File: src/rtl/button_event_decoder_pkg.sv
`default_nettype none
// ============================================================================
// Module   : button_event_decoder_pkg
// Brief    : State encodings and shared widths for the button event decoder.
// Revision : 1.0 - initial release
// ============================================================================
package button_event_decoder_pkg;

  localparam int COUNT_W = 8;

  // Encoding 3 is unused and is recovered to IDLE by the decoder.
  typedef enum logic [1:0] {
    ST_IDLE  = 2'd0,
    ST_PRESS = 2'd1,
    ST_HOLD  = 2'd2
  } btn_state_t;

endpackage : button_event_decoder_pkg
`default_nettype wire

File: src/rtl/button_event_decoder_edge_detector.sv
`default_nettype none
// ============================================================================
// Module   : edge_detector
// Brief    : Rise/fall detector on a clk-synchronous level.
// Revision : 1.0 - initial release
// ============================================================================
module edge_detector (
  input  logic clk,
  input  logic rst,
  input  logic in,
  output logic rise,
  output logic fall
);

  logic r_prev;

  // prev follows the input even during reset, so a level held through reset
  // produces no edge once reset is released.
  always_ff @(posedge clk) begin
    r_prev <= in;
  end

  assign rise = ~rst &  in & ~r_prev;
  assign fall = ~rst & ~in &  r_prev;

endmodule : edge_detector
`default_nettype wire

File: src/rtl/button_event_decoder.sv
`default_nettype none
// ============================================================================
// Module   : button_event_decoder
// Brief    : Turns a debounced button level into press/release/long/repeat
//            single-cycle events plus a wrapping press counter.
// Revision : 1.0 - initial release
// ============================================================================
module button_event_decoder
  import button_event_decoder_pkg::*;
#(
  parameter int LONG_CYCLES   = 50_000_000,
  parameter int REPEAT_CYCLES = 10_000_000,
  parameter int CNT_W         = 26
) (
  input  logic         clk,
  input  logic         rst,
  input  logic         button_state,
  output logic         press_pulse,
  output logic         release_pulse,
  output logic         long_pulse,
  output logic         repeat_pulse,
  output logic         held,
  output logic [7:0]   press_count
);

  localparam logic [CNT_W-1:0] c_long_last   = CNT_W'(LONG_CYCLES - 1);
  localparam logic [CNT_W-1:0] c_repeat_last = CNT_W'(REPEAT_CYCLES - 1);
  localparam logic [CNT_W-1:0] c_cnt_one     = CNT_W'(1);
  localparam logic [COUNT_W-1:0] c_count_one = COUNT_W'(1);

  btn_state_t         r_state, w_state_n;
  logic [CNT_W-1:0]   r_cnt, w_cnt_n;
  logic [COUNT_W-1:0] r_press_count, w_press_count_n;
  logic               r_press, r_release, r_long, r_repeat, r_held;
  logic               w_press_n, w_release_n, w_long_n, w_repeat_n, w_held_n;
  logic               w_rise;
  logic               w_fall;

  edge_detector u_edge (
    .clk  (clk),
    .rst  (rst),
    .in   (button_state),
    .rise (w_rise),
    .fall (w_fall)
  );

  always_ff @(posedge clk) begin
    if (rst) begin
      r_state       <= ST_IDLE;
      r_cnt         <= '0;
      r_press_count <= '0;
      r_press       <= 1'b0;
      r_release     <= 1'b0;
      r_long        <= 1'b0;
      r_repeat      <= 1'b0;
      r_held        <= 1'b0;
    end else begin
      r_state       <= w_state_n;
      r_cnt         <= w_cnt_n;
      r_press_count <= w_press_count_n;
      r_press       <= w_press_n;
      r_release     <= w_release_n;
      r_long        <= w_long_n;
      r_repeat      <= w_repeat_n;
      r_held        <= w_held_n;
    end
  end

  // Release is tested before the threshold so it wins on the same edge.
  always_comb begin
    w_state_n       = r_state;
    w_cnt_n         = r_cnt;
    w_press_count_n = r_press_count;
    w_press_n       = 1'b0;
    w_release_n     = 1'b0;
    w_long_n        = 1'b0;
    w_repeat_n      = 1'b0;
    case (r_state)
      ST_IDLE: begin
        if (w_rise) begin
          w_state_n       = ST_PRESS;
          w_cnt_n         = '0;
          w_press_n       = 1'b1;
          w_press_count_n = r_press_count + c_count_one;
        end
      end
      ST_PRESS: begin
        if (!button_state) begin
          w_state_n   = ST_IDLE;
          w_release_n = 1'b1;
        end else if (r_cnt == c_long_last) begin
          w_state_n = ST_HOLD;
          w_long_n  = 1'b1;
          w_cnt_n   = '0;
        end else begin
          w_cnt_n = r_cnt + c_cnt_one;
        end
      end
      ST_HOLD: begin
        if (!button_state) begin
          w_state_n   = ST_IDLE;
          w_release_n = 1'b1;
        end else if (r_cnt == c_repeat_last) begin
          w_repeat_n = 1'b1;
          w_cnt_n    = '0;
        end else begin
          w_cnt_n = r_cnt + c_cnt_one;
        end
      end
      default: begin
        w_state_n = ST_IDLE;
        w_cnt_n   = '0;
      end
    endcase
    w_held_n = (w_state_n == ST_HOLD);
  end

  // w_fall is not needed by the FSM: release is decided from the level so a
  // fall seen in IDLE (button held through reset) is ignored naturally.
  logic w_unused;
  assign w_unused = w_fall;

  assign press_pulse   = r_press;
  assign release_pulse = r_release;
  assign long_pulse    = r_long;
  assign repeat_pulse  = r_repeat;
  assign held          = r_held;
  assign press_count   = r_press_count;

endmodule : button_event_decoder
`default_nettype wire
File: config.mk
export PLATFORM = sky130hd
export DESIGN_NAME = button_event_decoder
export DESIGN_NICKNAME = d
export VERILOG_FILES = /design/src/rtl/button_event_decoder_pkg.sv /design/src/rtl/button_event_decoder_edge_detector.sv /design/src/rtl/button_event_decoder.sv
export SDC_FILE = /design/constraint.sdc
export NUM_CORES = 1
export LEC_CHECK = 0
export ABC_CLOCK_PERIOD_IN_PS = 2300
export BUFFER_PORTS_ARGS = -buffer_cell sky130_fd_sc_hd__buf_2
export CAP_MARGIN = 10
export CORE_ASPECT_RATIO = 0.8
export CORE_MARGIN = 8
export CORE_UTILIZATION = 25
export CTS_CLUSTER_DIAMETER = 30
export CTS_CLUSTER_SIZE = 12
export DETAILED_ROUTE_END_ITERATION = 16
export SLEW_MARGIN = 20
export SYNTH_ARGS = -nofsm -noshare
export SYNTH_HDL_FRONTEND = slang
export SYNTH_HIERARCHICAL = 1
export SYNTH_SLANG_ARGS = --single-unit
File: constraint.sdc
create_clock -name clk -period 2.3 [get_ports clk]
set_input_delay 0.69 -clock clk [delete_from_list [all_inputs] [get_ports clk]]
set_output_delay 0.69 -clock clk [all_outputs]
set_load 0.01 [all_outputs]
* Word level (Yosys, flattened, before mapping) *
Cells that the tools add are included.

word-level totals
  bits in latches = 0
  RAM bits = 0
  register bits = 42
  memories kept = 0
  output and inout bits = 13
  word-level logic and storage cells = 51
  ROM bits = 0

operators by class
  div/mod/pow operators = 0
  add/subtract/negate cells = 2
  magnitude comparators = 0
  $mul = 0
  equality and inequality tests = 8
  multiplexer cells = 15
  reductions and logical operators = 8
  shifts and indexed selects = 0
  bitwise operators = 9

operators by type and width
  operator                 number
  $mux W26                 5
  $pmux W26 S3             1
  $add A26 B1 Y26 const B  1
  $eq A26 B24 Y1 const B   1
  $eq A26 B26 Y1 const B   1
  $add A8 B1 Y8 const B    1
  $mux W2                  4
  $not A1 Y1               7
  $pmux W2 S3              1
  $reduce_or A2 Y1         3
  $reduce_or A3 Y1         2
  $eq A2 B2 Y1 const B     2
  $mux W1                  4
  $ne A2 B2 Y1 const B     2
  $reduce_and A3 Y1        1
  $and A1 B1 Y1            2
  $eq A2 B1 Y1 const B     1
  $logic_not A2 Y1         1
  $ne A2 B1 Y1 const B     1
  $reduce_and A2 Y1        1

* Logic depth before layout (Yosys ltp) *
Gate-level depths: netlist of run 1.

  depth after elaboration = 6
  depth in mapped cells = 7

* Modules after synthesis *
Netlist of run 1, hierarchy kept.

modules (own cells, without submodules)
  module                sequential area each (µm²)  cells each  area each (µm²)  times used
  button_event_decoder  820.8                       272         2290.9           1
  edge_detector         20.0                        3           35.0             1

* Least setup slack after synthesis of run 1 *
OpenSTA, ideal clock, no wires.

  path kind = in2reg
  from = input rst
  to = register r_cnt[21]
  data required time = 2.185 ns
  data arrival time = 1.970 ns
  stages = 6
  setup time = 0.115 ns
  setup slack = 0.215 ns
  cell sequence = nor3b_1 > nand2b_1 > o21ai_1 > o31ai_4 > buf_4 > nor2_1

between the ends
  longest elaborated chain between the ends = 5

ends and longest elaborated chain
  element                             RTL line                                  source
  start, declared                     button_event_decoder.sv:16                input logic rst,
  $not A1 Y1                          button_event_decoder_edge_detector.sv:23  assign rise = ~rst & in & ~r_prev;
  $and A1 B1 Y1 (2 in a row)          button_event_decoder_edge_detector.sv:23
  $ne A2 B1 Y1 (no source line)       --
  $reduce_and A3 Y1 (no source line)  --
  end signal, assigned                button_event_decoder.sv:59                r_cnt <= w_cnt_n;
  end, declared                       button_event_decoder.sv:32                logic [CNT_W-1:0] r_cnt, w_cnt_n;

Parallel ways exist; a longest one is shown, timed or not.
A chain may end at the register's enable or synchronous reset.

* Final worst setup path of run 1 *
  from = register r_cnt[1]
  to = register r_cnt[18]

between the ends
  longest elaborated chain between the ends = 4
  elaborated cells between the ends (all ways) = 8
  classes of those cells = add/sub: 1; eq/ne: 2; mux: 5

ends and longest elaborated chain
  element                                        RTL line                                                 source
  $add A26 B1 Y26, or another cell as far along  button_event_decoder.sv:96, button_event_decoder.sv:107
  $mux W26, on equally long branches             button_event_decoder.sv:103, button_event_decoder.sv:91
  $mux W26, on equally long branches             button_event_decoder.sv:100, button_event_decoder.sv:88
  $pmux W26 S3 (*)                               button_event_decoder.sv:78                               case (r_state)

Mark *: on every way between the ends. The rest lies on a longest branch, timed or not. The select of a mux whose other input is x is not followed.

==> results of run 1 <==
-- worst max-delay path: cells and delay by family (launching register included) --
kind,cells,cell delay (ns)
compound gates,2,0.51
simple gates,3,0.70
fa+ha+maj,1,0.25
flops,1,0.37
buf+inv,1,0.19
-- routing by layer --
layer,GRT usage,vias to the layer above
met1,0.1551,986
met4,0.02585,0
li1,-,1064
met2,0.1234,44
met3,0.02264,2
met5,0,-
-- flip-flops by register name, summed over array words and instances (netlist names) --
register / count
r_cnt: 26
press_count: 8
r_state: 2
held: 1
long_pulse: 1
press_pulse: 1
release_pulse: 1
repeat_pulse: 1
u_edge/r_prev: 1
-- cell type report --
| cell class | count | area, µm² |
|---|---|---|
| Timing Repair Buffer | 36 | 232.7 |
| Multi-Input combinational cell | 211 | 1385 |
| Clock inverter | 1 | 7.507 |
| Clock buffer | 6 | 128.9 |
| Tap cell | 115 | 143.9 |
| Inverter | 5 | 18.77 |
| Sequential cell | 42 | 840.8 |
| Fill cell | 956 | 6280 |
-- per-stage QoR --
| stage | hold WS (ns) | instances | cell area (µm²) | utilization | power [mW] |
|---|---|---|---|---|---|
| detailed placement | 0.4909 | 409 | 2621 | 0.2900 | 0.8413 |
| CTS | 0.4988 | 416 | 2758 | 0.3051 | 1.514 |
| global placement | 0.4872 | 409 | 2621 | 0.2900 | 0.8419 |
| global route | 0.5269 | 416 | 2758 | 0.3051 | 1.551 |
| finish | 0.4991 | 416 | 2758 | 0.3051 | 1.496 |
| floorplan | 0.4620 | 274 | 2318 | - | 0.8057 |
-- cells in the final DEF (no fill, tap or decap), types with 6 or more instances in the layout --
master and count:
and3_1 11, buf_2 15, buf_4 21, dfxtp_1 42
ha_1 6, nand2_1 28, nand3_1 17, nand4_1 11
nor2_1 32, nor3_1 10, nor4_1 7, o2111ai_1 20
xnor2_1 13, xor2_1 8
-- power by group through the flow --
stage | logic, mW | clock network [mW] | registers, mW
floorplan | 0.0546 | 0 | 0.751
finish | 0.0920 | 0.670 | 0.734
global route | 0.100 | 0.716 | 0.734
CTS | 0.0915 | 0.688 | 0.734
global placement | 0.0914 | 0 | 0.751
detailed placement | 0.0910 | 0 | 0.750
-- worst max path at each step --
stage,slack [ns],cells past startpoint,to,startpoint
global route,0.009,7,r_cnt[9],r_cnt[1]
CTS,0.14,7,r_cnt[12],r_cnt[1]
finish,0.17,7,r_cnt[18],r_cnt[1]
global placement,0.11,7,r_cnt[11],rst
floorplan,0.22,6,r_cnt[21],rst
detailed placement,0.13,7,r_cnt[21],rst
==> results.ini, run 1 <==
[drt]
top_layer_used = met4
met2_length_um = 2343
routed_via_density = 5.038
ant_nets = 0
wl_um = 5927
drt-met1-wl_um = 3265
route.detailed.drc = 0
first_pass_iters = 4
via_count = 2096
met3_length_um = 277
drt_first_iter_violations = 232
routedWlPerCell_um = 14.25

[clock_network]
path_clk_slew_ns = 0.06
cts_buffer_depth = 2
hold_buffers = 0
cts_sinks = 42
htree_levels = 2
cts_buffers = 5
clock_latency_ns = 0.28
root_buffer = clkbuf_16
cts_tree = built
postCtsSetupBuffers = 0
cts.repair.resized = 0

[sta]
tns_ns = 0
fin_skew_ns = 0.005283
hold_viol = 0
post-route-period-util = 0.9270
period_minus_slack_ns = 2.132
clock.fmax_ghz = 0.4690
setup_ws_ns = 0.1680
setup_viol = 0
slew_headroom = 0.4612
maxSlewViolCount = 0
worst_pin_slew_ns = 0.8021
grt_setup_unrepaired = false

[die]
core-area_mm2 = 0.009037
dieArea_mm2 = 0.01263
die_x_um = 123.7
ioPinCount = 16
dieHeight_um = 102.1
num_rows = 31
start_util = 0.2565

[global_routing]
grt_pass1_vias = 1919
grt_pass1_wl_um = 10030
grt.total_usage = 0.09793
grt_max_degree = 22
grt_overflow = 0
antenna_found_initial = 0

[power]
pwr-share-clk = 0.448
swShare = 0.2245
p_int_mw = 1.160
p_leak_nw = 0.9898
comb_power_share = 0.062
seqPwrFrac = 0.491
peakVddDrop_mv = 0.3492
powerDensity_mw_per_mm2 = 542.6
power.switching_uw = 335.9

[critical_path]
cp_slowest_cell = nor4_2
r2r-end = r_cnt[18]
critical_path.endpoint_type = flop
path_cells = ha_1 -> nand3_1 -> nor4_2 -> a41oi_1 -> o31ai_4 -> buf_4 -> nor2_1
slowest_delay_ns = 0.43
cp_max_fo = 7
r2r-start = r_cnt[1]
start_kind = flop
crit_type = reg -> reg
worstPathArrival_ns = 2.30
r2r_slack_ns = 0.17
worstPathRequired_ns = 2.47
r2r_cells = 7

[min_path]
hold_start = r_cnt[19]
hold_class = reg -> reg
hold_path_end = r_cnt[19]
hold_path_depth = 2

[status]
outcome = complete, no violations

[yosys]
synthCells = 274
yosys_warnings = 6
synthesis.area_mm2 = 0.002318
avgSynthCellArea_um2 = 8.462
synth_fp_nets = 283

[run]
max_cap_violations = 0

[place]
portBuffers = 15
place_hpwl_um = 4428
gp_congestion = 0.8521
place_ws_ns = 0.1254

[final_layout]
layout.nets = 310
layout-drive-gt1-share = 0.1694
synthToLayoutAreaGrowth_pct = 18.94
n_antenna_cell = 0

(Power assumes the default switching activity.)
==> inputs of run 2 (changes only) <==
==> constraint.sdc (replaced) <==
create_clock -name clk -period 2.3 [get_ports clk]
set_input_delay 0.115 -clock clk [delete_from_list [all_inputs] [get_ports clk]]
set_output_delay 0.115 -clock clk [all_outputs]
set_load 0.01 [all_outputs]
==> run 2 against run 1 <==
Power increased by 9.0%. Worst setup slack improved by 0.041 ns. Cell count decreased by 2.2%. Global-route usage decreased by 0.12 points. Wire length decreased by 1.2%. Sequential share of layout area increased by 0.39 points. First-iteration DRC count decreased by 22%. Clock power increased by 22%. Clock skew about the same. Critical path depth unchanged. Non-clock buffer count decreased by 9. Combinational power decreased by 12%. Critical endpoint is now r_cnt[23].
==> results.ini, run 2 (synthesis results as in run 1) <==
[status]
outcome = complete, no violations

[die]
start_util = 0.2565  ; unchanged
core-area_mm2 = 0.009037  ; unchanged
num_rows = 31  ; unchanged
die_x_um = 123.7  ; unchanged
dieHeight_um = 102.1  ; unchanged
ioPinCount = 16  ; unchanged
dieArea_mm2 = 0.01263  ; unchanged

[drt]
first_pass_iters = 4  ; unchanged
routed_via_density = 5.081  ; +0.85%
wl_um = 5857  ; -1.2%
drt_first_iter_violations = 181  ; -22%
ant_nets = 0  ; unchanged
via_count = 2068  ; -1.3%
route.detailed.drc = 0  ; unchanged
routedWlPerCell_um = 14.39  ; +1.0%

[clock_network]
root_buffer = clkbuf_16
cts_tree = built
cts_sinks = 42  ; unchanged
hold_buffers = 0  ; unchanged
clock_latency_ns = 0.28  ; about the same
postCtsSetupBuffers = 0  ; unchanged
cts_buffers = 5  ; unchanged
cts_buffer_depth = 2  ; unchanged
cts.repair.resized = 0  ; unchanged
htree_levels = 2  ; unchanged
path_clk_slew_ns = 0.06  ; about the same

[global_routing]
grt_max_degree = 22  ; unchanged
grt_pass1_wl_um = 9722  ; -3.1%
antenna_found_initial = 0  ; unchanged
grt_overflow = 0  ; unchanged
grt.total_usage = 0.09670  ; -0.001229
grt_pass1_vias = 1875  ; -2.3%

[final_layout]
mostFrequentLayoutCells = 42 x dfxtp_1, 32 x nor2_1, 28 x nand2_1
n_antenna_cell = 0  ; unchanged
fill_cells = 956  ; unchanged
final_common_cell = dfxtp_1
layout.nets = 301  ; -2.9%
layout-drive-gt1-share = 0.1473  ; -0.02217
regMostFlops = r_cnt
largest_register_ffs = 26  ; unchanged
synthToLayoutAreaGrowth_pct = 17.43

[sta]
clock.fmax_ghz = 0.4783  ; +2.0%
tns_ns = 0  ; unchanged
grt_setup_unrepaired = false
post-route-period-util = 0.9090  ; -0.01799
fin_skew_ns = 0.005312  ; +0.00002901 ns
period_minus_slack_ns = 2.091  ; -0.04137 ns
hold_viol = 0  ; unchanged
setup_viol = 0  ; unchanged
worst_pin_slew_ns = 0.8278  ; +0.02574 ns
maxSlewViolCount = 0  ; unchanged
setup_ws_ns = 0.2093  ; +0.04137 ns
slew_headroom = 0.4444  ; -0.01675

[critical_path]
r2r_slack_ns = 0.21  ; +0.04 ns
start_kind = flop
r2r-end = r_cnt[23]
crit_type = reg -> reg
worstPathArrival_ns = 2.26  ; -0.04 ns
r2r-start = r_cnt[1]
cp_max_fo = 14  ; +7
critical_path.endpoint_type = flop
r2r_cells = 7  ; unchanged
worstPathRequired_ns = 2.47  ; about the same

[min_path]
hold_path_end = u_edge/r_prev
hold_path_depth = 1  ; -1
hold_class = in -> reg
hold_start = button_state

[place]
place_ws_ns = 0.2392  ; +0.1138 ns
gp_congestion = 0.8467  ; -0.63%
portBuffers = 15  ; unchanged
place_hpwl_um = 4220  ; -4.7%

[power]
peakVddDrop_mv = 0.3115  ; -11%
p_leak_nw = 0.9658  ; -2.4%
powerDensity_mw_per_mm2 = 598.8  ; +10%

[run]
max_cap_violations = 0  ; unchanged

run 2: cell count changes in the layout (fill, tap and decap cells not counted), sizes merged:
cell,before,now
buf,36,27
bufinv,0,1
clkinvlp,1,0
run 2: how the worst max path moves through the flow:
stage,cells past startpoint,slack [ns],startpoint,endpoint
global route,7,0.03,r_cnt[1],r_cnt[17]
detailed placement,7,0.24,r_cnt[1],r_cnt[23]
finish,7,0.21,r_cnt[1],r_cnt[23]
global placement,6,0.25,r_cnt[16],r_cnt[4]
CTS,7,0.20,r_cnt[1],r_cnt[23]
floorplan,7,0.37,r_cnt[7],r_cnt[21]
run 2: cell type report:
cell class / count / area, µm² / area share
well taps: 115 / 143.9 / 0.05285
inverters: 5 / 18.77 / 0.006893
repair buffers: 27 / 165.2 / 0.06066
clock inverters: 1 / 30.03 / 0.01103
clock buffers: 6 / 138.9 / 0.05101
flip-flops and latches: 42 / 840.8 / 0.3088
multi-input cells: 211 / 1385 / 0.5087
run 2: metal layers:
metal | share of wire | routed length [µm] | global-route usage | up-vias
li1 | - | - | - | 1051
met1 | 0.54 | 3155 | 0.1446 | 969
met2 | 0.40 | 2324 | 0.1288 | 40
met3 | 0.048 | 281 | 0.01988 | 8
met4 | 0.016 | 95 | 0.03878 | 0
met5 | 0 | 0 | 0 | -
run 2: worst max-delay path: stages (launching register included):
cell,delay (ns)
dfxtp_1,0.37
ha_1,0.23
nand3_1,0.21
nor4_2,0.40
a41oi_1,0.26
o31ai_4,0.21
buf_4,0.23
nor2_1,0.07
run 2: through the flow:
stage                     utilization  area, µm²  hold slack [ns]  power (mW)  std cells
final                          0.3013       2723          0.06782       1.630        407
after global placement         0.2826       2554           0.3563      0.8306        400
after CTS                      0.3013       2723          0.06352       1.641        407
after floorplan                     -       2318           0.1427      0.8057        274
after global routing           0.3013       2723          0.06766       1.686        407
after detailed placement       0.2826       2554           0.3606      0.8311        400
run 2: where the power goes:
part | switching [mW] | internal, mW | leakage, nW
clock | 0.280 | 0.536 | 0.0829
sequential | 0.00299 | 0.731 | 0.339
combinational | 0.0579 | 0.0226 | 0.544
